<file path="src/rtl/flood_input_ctrl.sv">
// flood_input_ctrl: Flood-It button debounce, palette cursor and game_logic handshakes
// Ports:
//   CLOCK, RESET                       clock, async active-high reset
//   BTN_LEFT/RIGHT/SEL/START           raw asynchronous push-buttons
//   TOP_LEFT_COLOR                     colour of board cell [0][0]
//   CHANGING_COLOR, ACK_BEGIN_GAME     acks from game_logic
//   CURSOR_COLOR, COLOR_SELECTED       highlighted / offered palette colour
//   COLOR_SEL_SIG, BEGIN_GAME          requests to game_logic
//   MOVE_COUNT, BUSY                   completed moves (saturating), non-idle flag
module flood_input_ctrl #(
  parameter int NUM_COLORS      = 6,
  parameter int DEBOUNCE_CYCLES = 1000000
) (
  input  logic       CLOCK,
  input  logic       RESET,
  input  logic       BTN_LEFT,
  input  logic       BTN_RIGHT,
  input  logic       BTN_SEL,
  input  logic       BTN_START,
  input  logic [2:0] TOP_LEFT_COLOR,
  input  logic       CHANGING_COLOR,
  input  logic       ACK_BEGIN_GAME,
  output logic [2:0] CURSOR_COLOR,
  output logic [2:0] COLOR_SELECTED,
  output logic       COLOR_SEL_SIG,
  output logic       BEGIN_GAME,
  output logic [7:0] MOVE_COUNT,
  output logic       BUSY
);
  localparam int CW = $clog2(DEBOUNCE_CYCLES + 1);
  typedef enum logic [2:0] {IDLE, SEL_REQ, SEL_WAIT, START_REQ, START_WAIT} state_t;
  logic [3:0] raw, sync1_q, sync2_q, deb_q, press_q;
  logic [CW-1:0] cnt_q [4];
  logic left_p, right_p, sel_p, start_p;
  logic [2:0] cursor_q, sel_col_q;
  logic [7:0] moves_q;
  logic sel_sig_q, begin_q, busy_q, pend_q;
  state_t state_q;
  assign raw = {BTN_START, BTN_SEL, BTN_RIGHT, BTN_LEFT};
  assign {start_p, sel_p, right_p, left_p} = press_q;
  // The flip happens on the DEBOUNCE_CYCLES-th consecutive differing cycle;
  // the press pulse is registered at that edge so it lasts exactly one cycle.
  always_ff @(posedge CLOCK or posedge RESET) begin
    if (RESET) begin
      sync1_q <= '0;
      sync2_q <= '0;
      deb_q   <= '0;
      press_q <= '0;
      for (int i = 0; i < 4; i++) cnt_q[i] <= '0;
    end else begin
      sync1_q <= raw;
      sync2_q <= sync1_q;
      for (int i = 0; i < 4; i++) begin
        press_q[i] <= 1'b0;
        if (sync2_q[i] == deb_q[i]) cnt_q[i] <= '0;
        else if (cnt_q[i] == CW'(DEBOUNCE_CYCLES - 1)) begin
          cnt_q[i]   <= '0;
          deb_q[i]   <= sync2_q[i];
          press_q[i] <= sync2_q[i];
        end else cnt_q[i] <= cnt_q[i] + 1'b1;
      end
    end
  end
  always_ff @(posedge CLOCK or posedge RESET) begin
    if (RESET) cursor_q <= '0;
    else if (left_p && !right_p) cursor_q <= (cursor_q == 3'd0) ? 3'(NUM_COLORS - 1) : cursor_q - 3'd1;
    else if (right_p && !left_p) cursor_q <= (cursor_q == 3'(NUM_COLORS - 1)) ? 3'd0 : cursor_q + 3'd1;
  end
  always_ff @(posedge CLOCK or posedge RESET) begin
    if (RESET) begin
      state_q   <= IDLE;
      pend_q    <= 1'b0;
      sel_sig_q <= 1'b0;
      begin_q   <= 1'b0;
      sel_col_q <= '0;
      moves_q   <= '0;
      busy_q    <= 1'b0;
    end else begin
      case (state_q)
        IDLE:
          if (start_p || pend_q) begin
            state_q <= START_REQ;
            begin_q <= 1'b1;
            pend_q  <= 1'b0;
            busy_q  <= 1'b1;
          end else if (sel_p && cursor_q != TOP_LEFT_COLOR) begin
            state_q   <= SEL_REQ;
            sel_col_q <= cursor_q;
            sel_sig_q <= 1'b1;
            busy_q    <= 1'b1;
          end
        SEL_REQ: begin
          pend_q <= pend_q | start_p;
          if (CHANGING_COLOR) begin
            sel_sig_q <= 1'b0;
            state_q   <= SEL_WAIT;
          end
        end
        SEL_WAIT: begin
          pend_q <= pend_q | start_p;
          if (!CHANGING_COLOR) begin
            state_q <= IDLE;
            busy_q  <= 1'b0;
            moves_q <= (moves_q == 8'hff) ? moves_q : moves_q + 8'd1;
          end
        end
        START_REQ:
          if (ACK_BEGIN_GAME) begin
            begin_q <= 1'b0;
            moves_q <= '0;
            state_q <= START_WAIT;
          end
        START_WAIT:
          if (!ACK_BEGIN_GAME) begin
            state_q <= IDLE;
            busy_q  <= 1'b0;
          end
        default: begin
          state_q <= IDLE;
          busy_q  <= 1'b0;
        end
      endcase
    end
  end
  assign CURSOR_COLOR   = cursor_q;
  assign COLOR_SELECTED = sel_col_q;
  assign COLOR_SEL_SIG  = sel_sig_q;
  assign BEGIN_GAME     = begin_q;
  assign MOVE_COUNT     = moves_q;
  assign BUSY           = busy_q;
endmodule

</file>
<file path="config.mk">
export PLATFORM = sky130hd
export DESIGN_NAME = flood_input_ctrl
export DESIGN_NICKNAME = d
export VERILOG_FILES = /design/src/rtl/flood_input_ctrl.sv
export SDC_FILE = /design/constraint.sdc
export NUM_CORES = 1
export LEC_CHECK = 0
export BUFFER_PORTS_ARGS = -buffer_cell sky130_fd_sc_hd__buf_2
export CAP_MARGIN = 20
export CELL_PAD_IN_SITES_DETAIL_PLACEMENT = 1
export CELL_PAD_IN_SITES_GLOBAL_PLACEMENT = 1
export CORE_UTILIZATION = 25
export DETAILED_ROUTE_END_ITERATION = 8
export GPL_ROUTABILITY_DRIVEN = 0
export PLACE_DENSITY_LB_ADDON = 0.08
export SYNTH_ARGS = -nofsm -noshare
export SYNTH_HDL_FRONTEND = slang
export SYNTH_SLANG_ARGS = --single-unit
export TNS_END_PERCENT = 100
</file>
<file path="constraint.sdc">
create_clock -name CLOCK -period 3.34 [get_ports CLOCK]
set_input_delay 0.501 -clock CLOCK [delete_from_list [all_inputs] [get_ports CLOCK]]
set_output_delay 0.501 -clock CLOCK [all_outputs]
set_load 0.05 [all_outputs]
</file>
==> reports/metrics.cfg, run 1 <==
[grt]
antenna_found_initial=0
grt_max_degree=68
grt_pass1_wl_um=22500
grt_usage_pct=12.2
grt_overflow_total=0
grt_pass1_vias=4434

[synth]
synth-simple-area-share_pct=25.3
syn-cell-area_mm2=0.00563
netlist_top_cells_area=dfrtp_1 52%, nor2_1 7.2%, xor2_1 6.8%
yosysTopAreaCellShare_pct=52.0
synthMuxAreaShare_pct=1.96
synth.distinct_cells=56
synthAdderAreaFrac_pct=1.56
synth_top_area_cell=dfrtp_1
synth_top_flop_cell=dfrtp_1
synth_compound_area_share_pct=3.58
syn_avg_cell_area_um2=10.4
synth_edf_count=0
ys_seq_area_share_pct=52.0
synthArstFlopShare_pct=100
synthCells=541
synth_seq_cells=117
synth_nets=559
synth_top_family_by_area=simple AND/OR/NAND/NOR gates
ys_warn_count=0
synth-xor-area-share_pct=13.1

[worst_setup_path]
crit_required_ps=3590
cp-end-kind=flip-flop
cp_max_fo=20
start_kind=flip-flop
reg2reg_slack_ps=1120
path_cells=ha_1, nand4_2, nor4_1, nand2b_1, nor2_1
arrival_ps=2480
cp_slowest_cell=nand2b_1
critical_path.max_stage_delay_ps=720
path_class=reg2reg

[power]
p_seq_share_pct=42.0
power_density_mw_per_mm2=588
ir_drop_uv=249
p_switching_mw=1.12
power_mw=3.88
leakagePower_nw=2.85
combPwrFrac_pct=13.7
p_clk_share_pct=44.3
switching_share_pct=28.9
intPower_mw=2.76

[job]
cap_violations=0

[floorplan]
start_util_pct=25.6
floorplan.die_area_mm2=0.0231
core-area_mm2=0.0220
num_rows=54
die_w_um=152
die_h_um=152
ios=28

[cts]
cts.repair.resized=0
clock_latency_ps=410
post_cts_buffers=0
cts.sinks=117
hold_buffers=0
cts_tree=yes
htree_levels=4
cts-root-buf=clkbuf_16
path_clk_slew_ps=50
cts_buffers=17
cts_buffer_depth=2

[timing]
finalSetupViolations=0
slew_violations=0
max_freq_mhz=450
post-route-period-util_pct=66.5
finalHoldViolations=0
fin_crit_ps=2220
slew_headroom_pct=44.9
rsz0062_at_grt=no
tns_ps=0
tightest_slew_ps=826
skew_ps=9.71

[place]
hpwl_um=8470
detailed_place.area_mm2=0.00605
port_buffers=27
dp_cells=837

[hold_path]
hp-class=in2async

[routing]
drc=8
num_vias=3961
wl_per_cell_um=14.6
drtPass1Iterations=6
drt-initial-drc-count=198
routed_wl_um=12700
antenna_left=0
viasPerCell=4.56

[finish]
final_cells=868
drive_gt1_share_pct=14.3
final_area_mm2=0.00660
num_antenna_cells=0
nNetsFinal=594
areaGrowthSynthToFinish_pct=17.3
final_core_util_pct=30.1

[status]
violations=DRC
outcome=complete, but fails checks

## cell usage in the layout, fill, tap and decap left out, drive strengths merged, types with 4 or more instances in the layout
master,synthesis,routed
and4,4,4
and3,11,11
nor4b,6,6
ha,7,7
xor2,44,44
nand3,34,34
mux2,8,8
nand4,18,18
inv,13,12
o21ai,7,7
clkbuf,1,27
dfrtp,117,117
buf,12,29
nor3,12,12
nor2,110,110
xnor2,40,40
nand2,36,36
nor4,15,15
a21oi,6,6
## synth_stat cells, types with 2 or more instances
| cell | instances |
|---|---|
| buf_6 | 3 |
| xnor2_1 | 40 |
| nor4b_1 | 5 |
| ha_1 | 7 |
| nand2b_1 | 3 |
| nor2_2 | 2 |
| and3b_1 | 2 |
| nor3_1 | 11 |
| a211oi_1 | 2 |
| nand4b_1 | 2 |
| nand3_1 | 33 |
| buf_2 | 5 |
| nor3b_1 | 3 |
| mux2i_1 | 2 |
| a21oi_1 | 6 |
| dfrtp_1 | 117 |
| nand3b_1 | 3 |
| xor2_1 | 44 |
| nor2_1 | 108 |
| o21ai_0 | 7 |
| nand4_1 | 15 |
| nor4_1 | 10 |
| inv_1 | 13 |
| mux2_2 | 8 |
| a21o_1 | 2 |
| nand4_2 | 2 |
| buf_4 | 4 |
| nand2_2 | 2 |
| and3_1 | 10 |
| a31oi_1 | 3 |
| nor2b_1 | 2 |
| and4_1 | 3 |
| a22oi_1 | 2 |
| and2_1 | 2 |
| nor4_2 | 2 |
| nor4_4 | 3 |
| nand2_1 | 34 |
## stage by stage
step | hold WS [ps] | setup WS [ps]
floorplan | 331 | 1410
global placement | 338 | 1140
detailed placement | 340 | 1070
CTS | 158 | 1070
global route | 173 | 860
finish | 155 | 1120
## final timing paths
kind / cells past startpoint / endpoint / start
max in group asynchronous: 3 / cnt_q[2]$_DFF_PP0_ / RESET
worst min-delay path: 2 / cnt_q[48]$_DFF_PP0_ / RESET
worst max-delay path: 5 / cnt_q[75]$_DFF_PP0_ / cnt_q[60]$_DFF_PP0_
worst max register to register: 5 / cnt_q[75]$_DFF_PP0_ / cnt_q[60]$_DFF_PP0_
min in group CLOCK: 1 / sync1_q[2]$_DFF_PP0_ / BTN_SEL
worst min register to register: 0 / sync2_q[0]$_DFF_PP0_ / sync1_q[0]$_DFF_PP0_
## power groups by stage
stage                     registers, mW  logic (mW)  clock network [mW]
after CTS                          1.63       0.543                1.80
after global placement             1.65       0.537                   0
after detailed placement           1.66       0.541                   0
final                              1.63       0.532                1.72
after floorplan                    1.74       0.325                   0
after global routing               1.65       0.586                1.86
## layer usage
| layer | up-vias | global-route usage, % | wire (um) |
|---|---|---|---|
| met5 | - | 0 | 0 |
| met4 | 0 | 4.86 | 189 |
| met3 | 14 | 3.05 | 338 |
| met2 | 38 | 19.6 | 5840 |
| met1 | 1995 | 15.6 | 6300 |
| li1 | 1914 | - | - |
## kinds of logic (layout without fill, tap and decap cells)
| group | after synthesis | after routing |
|---|---|---|
| compound gates | 29 | 29 |
| xor+xnor | 84 | 84 |
| fa+ha+maj | 7 | 7 |
| buf+inv | 26 | 73 |
| flops | 117 | 117 |
| mux | 10 | 10 |
| simple gates | 268 | 268 |
## critical path: cells and delay by family (launching register included)
kind	cells	cell delay, ps
adder cells (fa/ha/maj)	1	230
AND/OR/NAND/NOR	4	1460
flip-flops	1	380
## sequential cells by signal, summed over array words and instances, names as in the netlist, 3 cells and up
name and count:
cnt_q 80, MOVE_COUNT 8, deb_q 4, press_q 4
sync1_q 4, sync2_q 4, COLOR_SELECTED 3, CURSOR_COLOR 3
state_q 3
## area by class of cell
class / instances / area, um2
Clock buffer: 27 / 503
Clock inverter: 4 / 45.0
Fill cell: 2452 / 15400
Inverter: 13 / 52.6
Multi-Input combinational cell: 398 / 2560
Sequential cell: 117 / 2930
Tap cell: 280 / 350
Timing Repair Buffer: 29 / 163
No activity file was read; power rests on OpenSTA's default activity.
==> run 2, diff against run 1 <==
==> constraint.sdc (replaced) <==
create_clock -name CLOCK -period 2.27 [get_ports CLOCK]
set_input_delay 0.3405 -clock CLOCK [delete_from_list [all_inputs] [get_ports CLOCK]]
set_output_delay 0.3405 -clock CLOCK [all_outputs]
set_load 0.05 [all_outputs]
==> run 2 against run 1 <==
The run still ends with DRC left. Sequential share of layout area shrank 0.40 points. Sequential power is 46% higher. Sequential cell count unchanged. Total power up 51%. Critical path depth unchanged. Wire length fell by 0.17%. Maximum frequency is 21% higher. Clock skew fell by 2.7 ps. Worst setup slack lost 680 ps. Clock power grew 55%.
==> reports/metrics.cfg, run 2 (synthesis gave the netlist of run 1 again) <==
[finish]
final_common_cell=dfrtp_1
largest_reg_flops=80  ; unchanged
num_antenna_cells=0  ; unchanged
largest-register=cnt_q
areaGrowthSynthToFinish_pct=18.3
final_core_util_pct=30.3  ; +0.27 points
final_area_mm2=0.00666  ; +0.91%
nNetsFinal=597  ; +0.51%
mostFrequentLayoutCells=117 x dfrtp_1, 108 x nor2_1, 44 x xor2_1
final_cells=872  ; +0.46%
drive_gt1_share_pct=15.9  ; +1.6 points

[worst_setup_path]
cp_slowest_cell=dfrtp_1
crit_family=simple AND/OR/NAND/NOR gates
cp_max_fo=14  ; -30%
crit_required_ps=2570  ; -1020 ps
cp-end-kind=flip-flop
critical_path_buf_inv_count=1  ; +1
start_kind=flip-flop
arrival_ps=2130  ; -350 ps
path_cells=buf_4, nor4_4, or2_4, a211oi_1, a21o_1
path_class=reg2reg
critical_path.max_stage_delay_ps=550  ; -170 ps

[cts]
cts_tree=yes
clock_latency_ps=410  ; about the same
cts_buffer_depth=2  ; unchanged
htree_levels=4  ; unchanged
post_cts_buffers=0  ; unchanged
hold_buffers=0  ; unchanged
path_clk_slew_ps=60  ; about the same
cts.repair.resized=0  ; unchanged
cts_buffers=17  ; unchanged
cts.sinks=117  ; unchanged
cts-root-buf=clkbuf_16

[timing]
post-route-period-util_pct=80.7  ; +14 points
rsz0062_at_grt=no
slew_headroom_pct=50.1  ; +5.2 points
fin_crit_ps=1830  ; -392 ps
finalSetupViolations=0  ; unchanged
finalHoldViolations=0  ; unchanged
slew_violations=0  ; unchanged
max_freq_mhz=546  ; +21%
skew_ps=7.01  ; -2.71 ps
worst_slack_ps=439  ; -678 ps
tightest_slew_ps=748  ; -78.5 ps
tns_ps=0  ; unchanged

[job]
cap_violations=0  ; unchanged

[power]
leakagePower_nw=2.90  ; +1.6%
power_density_mw_per_mm2=882  ; +50%
ir_drop_uv=350  ; +41%

[routing]
viasPerCell=4.53  ; -0.68%
routed_wl_um=12600  ; -0.17%
drt-initial-drc-count=150  ; -24%
drtPass1Iterations=9  ; +3
num_vias=3952  ; -0.23%
wl_per_cell_um=14.5  ; -0.63%
antenna_left=0  ; unchanged
drc=8  ; unchanged

[floorplan]
core-area_mm2=0.0220  ; unchanged
floorplan.die_area_mm2=0.0231  ; unchanged
start_util_pct=25.6  ; unchanged
num_rows=54  ; unchanged
ios=28  ; unchanged
die_h_um=152  ; unchanged
die_w_um=152  ; unchanged

[place]
port_buffers=27  ; unchanged
dp_cells=840  ; +0.36%
pre_cts_ws_ps=401  ; -669 ps
hpwl_um=8380  ; -1.1%
detailed_place.area_mm2=0.00608  ; +0.37%

[grt]
grt_overflow_total=0  ; unchanged
grt_usage_pct=12.3  ; +0.095 points
antenna_found_initial=0  ; unchanged
grt_pass1_vias=4376  ; -1.3%
grt_pass1_wl_um=22700  ; +0.73%
grt_max_degree=118  ; +74%

[status]
violations=DRC
outcome=complete, but fails checks

[hold_path]
hp-class=in2reg

## run 2: cell count changes in the layout (fill, tap and decap cells not counted)
| cell | change |
|---|---|
| clkbuf_1 | -6 |
| clkinv_2 | +6 |
| buf_4 | +3 |
| bufinv_16 | +1 |
## run 2: cell type report
class | count | area (um2)
clock buffer | 21 | 480
clock inverter | 11 | 105
fill | 2452 | 15300
inverter | 13 | 52.6
multi-input combinational | 398 | 2560
sequential | 117 | 2930
tap | 280 | 350
timing repair buffer | 32 | 185
## run 2: where the power goes
| part | leakage (nW) | internal, mW | total, mW | switching (mW) |
|---|---|---|---|---|
| clock network | 0.302 | 1.71 | 2.67 | 0.956 |
| logic | 1.00 | 0.274 | 0.822 | 0.548 |
| registers | 1.59 | 2.20 | 2.38 | 0.182 |
| total | 2.90 | 4.19 | 5.87 | 1.69 |
## run 2: per-layer routing
layer | GRT usage, % | wire (um)
met1 | 16.2 | 6240
met2 | 19.3 | 5920
met3 | 3.28 | 364
met4 | 4.23 | 128
met5 | 0 | 0
## run 2: through the flow
step | hold slack, ps | power (mW)
6_report | 34.6 | 5.87
5_1_grt | 11.9 | 6.21
4_1_cts | 9.68 | 6.01
3_5_place_dp | 341 | 3.26
3_3_place_gp | 337 | 3.25
2_1_floorplan | 331 | 3.03
## run 2: worst paths after layout
| kind | startpoint | endpoint | slack [ps] | cells past startpoint |
|---|---|---|---|---|
| max | state_q[0]$_DFFE_PP0P_ | MOVE_COUNT[0]$_DFFE_PP0P_ | 440 | 5 |
| max reg2reg | state_q[0]$_DFFE_PP0P_ | MOVE_COUNT[0]$_DFFE_PP0P_ | 440 | 5 |
| max in group asynchronous | RESET | cnt_q[38]$_DFF_PP0_ | 1600 | 3 |
| min reg2reg | sync1_q[0]$_DFF_PP0_ | sync2_q[0]$_DFF_PP0_ | 350 | 0 |
| min | BTN_SEL | sync1_q[2]$_DFF_PP0_ | 30 | 1 |
| min in group asynchronous | RESET | cnt_q[58]$_DFF_PP0_ | 40 | 3 |
